[src/rtl/cam_sequencer.sv]
// Purpose : IR camera bring-up (reset pulse, settle, 6-entry config write) then periodic position reads.
// Latency : first write RESET_CYCLES+SETTLE_CYCLES+1 cycles after start; one read every POLL_CYCLES+accept+done.
// Backpressure: holds cmd_valid and all cmd_* fields stable until cmd_ready; no timeout.
//
// Ports:
//   clk, reset        system clock, asynchronous active-high reset
//   start             1-cycle (re)initialise request, honoured only in IDLE or ERROR
//   cam_reset         camera reset, active-low
//   cmd_valid/ready   command handshake to the byte-level I2C master
//   cmd_rw/addr/reg/data  command fields (rw: 0 write, 1 read)
//   cmd_done/nack     completion pulse from the master, nack qualified by done
//   configured        config table fully written
//   frame_strobe      1-cycle pulse per successful position read
//   error             sticky, set when MAX_RETRY consecutive NACKs are seen
module cam_sequencer #(
  parameter int          RESET_CYCLES  = 16,
  parameter int          SETTLE_CYCLES = 100,
  parameter int          POLL_CYCLES   = 1000,
  parameter logic [6:0]  DEV_ADDR      = 7'h58,
  parameter int          MAX_RETRY     = 3
) (
  input  logic       clk,
  input  logic       reset,
  input  logic       start,
  output logic       cam_reset,
  output logic       cmd_valid,
  input  logic       cmd_ready,
  output logic       cmd_rw,
  output logic [6:0] cmd_addr,
  output logic [7:0] cmd_reg,
  output logic [7:0] cmd_data,
  input  logic       cmd_done,
  input  logic       cmd_nack,
  output logic       configured,
  output logic       frame_strobe,
  output logic       error
);

  localparam int MAX_A   = (RESET_CYCLES > SETTLE_CYCLES) ? RESET_CYCLES : SETTLE_CYCLES;
  localparam int MAX_CNT = (MAX_A > POLL_CYCLES) ? MAX_A : POLL_CYCLES;
  localparam int CNT_W   = $clog2(MAX_CNT + 1);
  localparam int RTY_W   = $clog2(MAX_RETRY + 1);

  // Terminal values: a count of N completes on the N-th cycle in the state.
  localparam logic [CNT_W-1:0] RST_LAST    = CNT_W'(RESET_CYCLES - 1);
  localparam logic [CNT_W-1:0] SETTLE_LAST = CNT_W'(SETTLE_CYCLES - 1);
  localparam logic [CNT_W-1:0] POLL_LAST   = CNT_W'(POLL_CYCLES - 1);
  localparam logic [RTY_W-1:0] RTY_LAST    = RTY_W'(MAX_RETRY - 1);
  localparam logic [2:0]       LAST_IDX    = 3'd5;
  localparam logic [7:0]       POS_REG     = 8'h36;

  typedef enum logic [3:0] {
    IDLE, RST, SETTLE, WR, WR_WAIT, POLL_WAIT, RD, RD_WAIT, ERROR
  } state_t;

  state_t           state;
  logic [CNT_W-1:0] cnt;
  logic [RTY_W-1:0] retry;
  logic [2:0]       idx;

  // Camera configuration table: {register, data}.
  function automatic logic [15:0] table_entry(input logic [2:0] i);
    case (i)
      3'd0:    table_entry = 16'h3001;
      3'd1:    table_entry = 16'h3008;
      3'd2:    table_entry = 16'h0690;
      3'd3:    table_entry = 16'h08C0;
      3'd4:    table_entry = 16'h1A40;
      default: table_entry = 16'h3333;
    endcase
  endfunction

  assign cmd_addr = DEV_ADDR;

  always_ff @(posedge clk or posedge reset) begin
    if (reset) begin
      state        <= IDLE;
      cnt          <= '0;
      retry        <= '0;
      idx          <= '0;
      cam_reset    <= 1'b0;
      cmd_valid    <= 1'b0;
      cmd_rw       <= 1'b0;
      cmd_reg      <= 8'h00;
      cmd_data     <= 8'h00;
      configured   <= 1'b0;
      frame_strobe <= 1'b0;
      error        <= 1'b0;
    end else begin
      frame_strobe <= 1'b0;
      case (state)
        IDLE: begin
          if (start) begin
            state <= RST;
            cnt   <= '0;
            idx   <= '0;
            retry <= '0;
          end
        end

        RST: begin
          if (cnt == RST_LAST) begin
            state     <= SETTLE;
            cnt       <= '0;
            cam_reset <= 1'b1;
          end else begin
            cnt <= cnt + CNT_W'(1);
          end
        end

        SETTLE: begin
          if (cnt == SETTLE_LAST) begin
            state                <= WR;
            cnt                  <= '0;
            idx                  <= 3'd0;
            cmd_valid            <= 1'b1;
            cmd_rw               <= 1'b0;
            {cmd_reg, cmd_data}  <= table_entry(3'd0);
          end else begin
            cnt <= cnt + CNT_W'(1);
          end
        end

        WR: begin
          if (cmd_ready) begin
            state     <= WR_WAIT;
            cmd_valid <= 1'b0;
          end
        end

        WR_WAIT: begin
          if (cmd_done) begin
            if (!cmd_nack) begin
              retry <= '0;
              if (idx == LAST_IDX) begin
                state      <= POLL_WAIT;
                cnt        <= '0;
                configured <= 1'b1;
              end else begin
                state               <= WR;
                idx                 <= idx + 3'd1;
                cmd_valid           <= 1'b1;
                {cmd_reg, cmd_data} <= table_entry(idx + 3'd1);
              end
            end else if (retry == RTY_LAST) begin
              state     <= ERROR;
              error     <= 1'b1;
              cam_reset <= 1'b0;
              cmd_valid <= 1'b0;
            end else begin
              // Re-issue the same entry; cmd fields still hold it.
              retry     <= retry + RTY_W'(1);
              state     <= WR;
              cmd_valid <= 1'b1;
            end
          end
        end

        POLL_WAIT: begin
          if (cnt == POLL_LAST) begin
            state     <= RD;
            cnt       <= '0;
            cmd_valid <= 1'b1;
            cmd_rw    <= 1'b1;
            cmd_reg   <= POS_REG;
            cmd_data  <= 8'h00;
          end else begin
            cnt <= cnt + CNT_W'(1);
          end
        end

        RD: begin
          if (cmd_ready) begin
            state     <= RD_WAIT;
            cmd_valid <= 1'b0;
          end
        end

        RD_WAIT: begin
          if (cmd_done) begin
            cnt <= '0;
            if (!cmd_nack) begin
              frame_strobe <= 1'b1;
              retry        <= '0;
              state        <= POLL_WAIT;
            end else if (retry == RTY_LAST) begin
              state     <= ERROR;
              error     <= 1'b1;
              cam_reset <= 1'b0;
              cmd_valid <= 1'b0;
            end else begin
              // Read NACKs accumulate across poll periods; next read after the normal delay.
              retry <= retry + RTY_W'(1);
              state <= POLL_WAIT;
            end
          end
        end

        ERROR: begin
          cmd_valid <= 1'b0;
          cam_reset <= 1'b0;
          if (start) begin
            state      <= RST;
            cnt        <= '0;
            idx        <= '0;
            retry      <= '0;
            error      <= 1'b0;
            configured <= 1'b0;
          end
        end

        default: state <= IDLE;
      endcase
    end
  end

endmodule

[config.mk]
export PLATFORM = sky130hd
export DESIGN_NAME = cam_sequencer
export DESIGN_NICKNAME = d
export VERILOG_FILES = /design/src/rtl/cam_sequencer.sv
export SDC_FILE = /design/constraint.sdc
export NUM_CORES = 1
export LEC_CHECK = 0
export BUFFER_PORTS_ARGS = -buffer_cell sky130_fd_sc_hd__clkbuf_2
export CAP_MARGIN = 5
export CORE_MARGIN = 3
export CORE_UTILIZATION = 46
export DETAILED_ROUTE_END_ITERATION = 8
export GPL_TIMING_DRIVEN = 1
export PLACE_DENSITY = 0.76
export SKIP_LAST_GASP = 1
export SYNTH_ARGS = -nofsm -noshare
export SYNTH_HDL_FRONTEND = slang
export SYNTH_SLANG_ARGS = --single-unit
[constraint.sdc]
create_clock -name clk -period 2.43 [get_ports clk]
set_input_delay 0 -clock clk [delete_from_list [all_inputs] [get_ports clk]]
set_output_delay 0 -clock clk [all_outputs]
set_load 0.01 [all_outputs]
Yosys cells after proc, flatten, opt, wreduce, memory -nomap -nowiden --
Cells that the tools add are included. Widths: inputs -> output; s select.
Storage, ports and cells: input port bits 6, flip-flop bits (word level) 41, word-level logic and storage cells 150, output and inout bits 29
Operators by class: reduce and logical (&&, ||, !) cells 24, mux-type cells 74, add/sub/neg operators 3, equality and inequality tests 37
Operator list (count):
- $mux 10 | 8
- $mux 8 | 10
- $pmux 14 s5 | 1
- $pmux 10 s6 | 1
- $mux 4 | 12
- $pmux 8 s3 | 2
- $pmux 4 s8 | 1
- $ne 2x2->1 const B | 13
- $mux 1 | 22
- $mux 3 | 6
- $reduce_and 6->1 | 3
- $eq 4x3->1 const B | 4
- $reduce_and 5->1 | 3
- $reduce_bool 6->1 | 2
- $add 10x1->10 const B | 1
- $eq 10x10->1 const B | 1
- $eq 10x4->1 const B | 1
- $eq 10x7->1 const B | 1
- $ne 2x1->1 const B | 5
- $pmux 3 s3 | 1
- $reduce_and 9->1 | 1
- $reduce_bool 3->1 | 3
- $eq 4x2->1 const B | 2
- $mux 2 | 4
- other kinds (20) | 30

Logic depth before layout (Yosys ltp) --
depth after elaboration 7, mapped depth 9, gate-level depth less buffers 8

Worst setup path before layout --
No wires, ideal clock.
path type flip-flop to flip-flop, start point register idx[1], end point register cnt[0], setup slack 0.366 ns, data required time 2.365 ns, stages on the path, launching flop included 10, clock period less this slack 2.064 ns, buffers on the path 1, setup time 0.065 ns, data arrival time 1.999 ns, cell sequence dfrtp_1 > inv_1 > ha_1 > nand2_1 > o32a_1 > o22a_1 > or2_0 > buf_2 > nor2_1 > mux2_2
Between the ends: word-level cells in the longest chain between the ends 3
RTL lines:
- start, declared | RTL line 59 | logic [2:0] idx;
- start signal, assigned | RTL line 141 | idx <= idx + 3'd1;
- $eq 3x3->1 | RTL line 135 | if (idx == LAST_IDX) begin
- $ne 2x2->1 (no source line)
- $reduce_and 6->1 (no source line)
- end signal, assigned | RTL line 107 | cnt <= cnt + CNT_W'(1);
- end signal, assigned | RTL line 120 | cnt <= cnt + CNT_W'(1);
- end signal, assigned | RTL line 168 | cnt <= cnt + CNT_W'(1);
- end, declared | RTL line 57 | logic [CNT_W-1:0] cnt;
No other way between the ends. A chain may end at the register's enable or synchronous reset.

Worst setup path after layout --
start point register idx[1], end point register cnt[9]
Same word-level chain as after synthesis.

==> summary.json <==
{
  "synthesis": {
    "synth_cells": 267,
    "synth_enable_flop_cells": 0,
    "postSynth.asyncResetShare_pct": 100.0,
    "synth.yosys.seq_area_share_pct": 37.43,
    "post_synth_instance_area_um2": 2340,
    "ys_ff_latch": 35,
    "synthFlopType": "dfrtp_1",
    "netlist-cell-type-count": 60,
    "warning_count_from_the_yosys_run": 0,
    "postSynthAreaPerCell_um2": 8.763
  },
  "place": {
    "gp_congestion": 0.9200,
    "placement.cell_area_um2": 2566,
    "port_buffers": 24,
    "dpl.hpwl_mm": 3.991,
    "pre_cts_slack_ns": 0.2247
  },
  "setup_path": {
    "startpoint": "idx[1]",
    "rr_startpoint": "idx[1]",
    "timing.critical_path.to_type": "flop",
    "critPathMaxStageDelay_ns": 0.41,
    "cpLargestDelayFamily": "simple AND/OR/NAND/NOR gates",
    "critical_path.reg2reg.endpoint": "cnt[9]",
    "ff2ff_setup_slack_ns": 0.17,
    "startpoint_type": "flop",
    "cp_slowest_cell": "dfrtp_1",
    "worst_ep_arrival_time_ns": 2.48,
    "worstPathMaxFanout": 5,
    "worst-path-buf-inv": 2,
    "r2r_cells": 9,
    "worstPathCellList": "inv_1 -> ha_1 -> nand2_1 -> o32a_1 -> o22a_1 -> or2_0 -> buf_4 -> nor4b_1 -> a21o_1",
    "cp.required_ns": 2.65,
    "worstSetupPathType": "flop to flop"
  },
  "timing": {
    "rsz0062_at_grt": "false",
    "maxSlewViolCount": 0,
    "timing.setup.tns_ns": 0,
    "worst_clock_skew_ns": 0.01107,
    "report.final.setup_viol": 0,
    "tightest_slew_ns": 0.6352,
    "fmax_mhz": 442.8,
    "finalWorstPathRequiredPeriod_ns": 2.258,
    "finalCritPeriodShare_pct": 92.94,
    "number_of_hold_slack_violations_in_the_final_timing_report": 0,
    "slew_headroom_pct": 57.60,
    "postLayoutSetupSlackWorst_ns": 0.1716
  },
  "clocking": {
    "cts_inserted_buffers": 5,
    "cts_num_sinks": 35,
    "clock_tree.htree_level_count": 2,
    "bufs_on_longest_clock_path": 2,
    "worst_setup_hold_path_clk_slew_ns": 0.07,
    "cts_tree": "built",
    "clk-insertion-delay-late_ns": 0.29,
    "cts.root.buffer_cell": "clkbuf_8"
  },
  "min_path": {
    "holdCritPathClass": "primary input to flop",
    "hp-start": "cmd_nack",
    "hold_end": "frame_strobe",
    "timing.hold.worst_path_depth": 2
  },
  "global_routing": {
    "grt_remaining_overflow": 0,
    "antenna_found_initial": 0,
    "grt_first_pass_wirelength_mm": 9.004,
    "grtUsageTotal_pct": 18.51,
    "grt_pass1_vias": 2048,
    "maximum_number_of_pins_on_one_net_before_global_route_repair": 19
  },
  "run_status": {
    "outcome": "finished, final reports clean"
  },
  "die": {
    "die_w_um": 77.32,
    "floorplan.core_area_um2": 4817,
    "fp-row-count": 25,
    "top_level_ports": 35,
    "start_util_pct": 48.57,
    "dieArea_um2": 5978,
    "die_height_um": 77.32
  },
  "power": {
    "design_power_total_w": 0.001372,
    "power.density_nw_per_um2": 513.7,
    "total_leakage_power_nw": 1.298,
    "ir_drop_uv": 473.8
  },
  "detailed_routing": {
    "num_vias": 2068,
    "initial_detailed_routing_violation_count": 161,
    "avgRoutedWirePerCell_um": 14.48,
    "drt_pre_antenna_iters": 4,
    "viasPerCell": 5.620,
    "final_antenna_net_count": 0,
    "postRouteWirelength_mm": 5.328,
    "drc_errors": 0
  },
  "cells_and_area": {
    "fin_area_um2": 2670,
    "final_net_count": 315,
    "area_growth_from_synthesis_to_final_layout_pct": 14.12,
    "n_antenna_cell": 0,
    "final_layout_size_suffix_gt1_share_pct": 20.60,
    "number_of_flip_flops_in_the_largest_register": 10
  },
  "flow_run": {
    "total_of_max_cap_violations": 0
  }
}
[final cells by class]
cell class	instances	area (um2)
flip-flops and latches	35	875.8
clock buffers	6	82.58
clock inverters	1	5.005
inverters	8	30.03
multi-input cells	206	1313
well taps	67	83.83
fillers	474	2147
repair buffers	45	280.3
[synthesized netlist by cell type (all sizes together), types with 3 or more instances]
library cell | n | share of area (%)
a22o | 4 | 1.5
nor3 | 6 | 1.5
nor2b | 8 | 2.1
nor4b | 3 | 1.1
dfrtp | 35 | 37
buf | 22 | 6.1
mux2i | 3 | 1.3
o22a | 4 | 1.5
nand2b | 4 | 1.1
and3 | 8 | 2.1
o31ai | 4 | 1.3
nor2 | 21 | 3.4
inv | 8 | 1.3
a21o | 3 | 0.96
ha | 8 | 4.3
nand2 | 29 | 4.7
o21ai | 25 | 5.5
nor4 | 5 | 2.0
mux2 | 3 | 1.4
nand4 | 3 | 1.1
o41ai | 3 | 1.1
a21oi | 15 | 3.7
nand3 | 8 | 2.2
clkbuf | 4 | 0.64
[worst max path at each step]
| stage | end | slack, ns | depth (start not counted) |
|---|---|---|---|
| after floorplan | cnt[0] | 0.37 | 9 |
| final | cnt[9] | 0.17 | 9 |
| after global routing | cnt[9] | 0.03 | 9 |
| after CTS | cnt[9] | 0.22 | 9 |
| after global placement | cnt[7] | 0.30 | 9 |
| after detailed placement | cnt[9] | 0.22 | 9 |
[stage by stage]
stage	std cells	hold WS, ns	util [%]
CTS	368	0.02664	55.30
global placement	360	0.1013	53.27
global route	368	0.02626	55.43
finish	368	0.04307	55.43
detailed placement	360	0.1106	53.27
floorplan	275	0.1543	-
[cells by family (layout without fill, tap and decap cells)]
logic type	count (synthesis)	in the layout	share of synthesized area, %
adders and majority gates	9	9	4.706
xor gates and xnor gates	1	1	0.3744
and+or+nand+nor	105	105	24.92
muxes	6	6	2.727
buffers and inverters	34	60	8.021
DFF	35	35	37.43
other	2	10	0.3210
AOI/OAI and AO/OA	75	75	21.50
[placed cells by master (no fill, tap or decap), drive strengths merged, types with 3 or more instances in the layout]
cell | netlist | layout
a22o | 4 | 4
o21ai | 25 | 25
o41ai | 3 | 3
o22a | 4 | 4
nor4b | 3 | 3
clkbuf | 4 | 30
mux2i | 3 | 3
nand4 | 3 | 3
nand2b | 4 | 4
a21oi | 15 | 15
a21o | 3 | 3
mux2 | 3 | 3
buf | 22 | 20
dfrtp | 35 | 35
and3 | 8 | 8
ha | 8 | 8
nand3 | 8 | 8
nor4 | 5 | 5
nor2 | 21 | 21
nor2b | 8 | 8
o31ai | 4 | 4
nand2 | 29 | 29
conb | 2 | 10
nor3 | 6 | 6
inv | 8 | 8
[layer usage]
layer,share of wire [%],vias to the layer above,routed length [um],global-route usage [%]
li1,-,1014,-,-
met1,46,998,2445,23.94
met2,49,46,2608,30.31
met3,3.7,10,195,4.108
met4,1.5,0,80,6.584
met5,0,-,0,0
[where the power goes]
group | switching [W] | internal [W] | total [W]
combinational | 0.000121 | 0.000121 | 0.000242
sequential | 0.0000718 | 0.000634 | 0.000706
clock | 0.000202 | 0.000222 | 0.000424
total | 0.000395 | 0.000977 | 0.00137
[repair_timing]
| item | CTS | global route |
|---|---|---|
| setup endpoints to repair | 0 | 1 |
| hold buffers | 1 | 0 |
| setup buffers | 0 | 0 |
| hold endpoints to repair | 17 | 0 |
| gates resized for setup | 0 | 1 |
(Power assumes the default switching activity.)
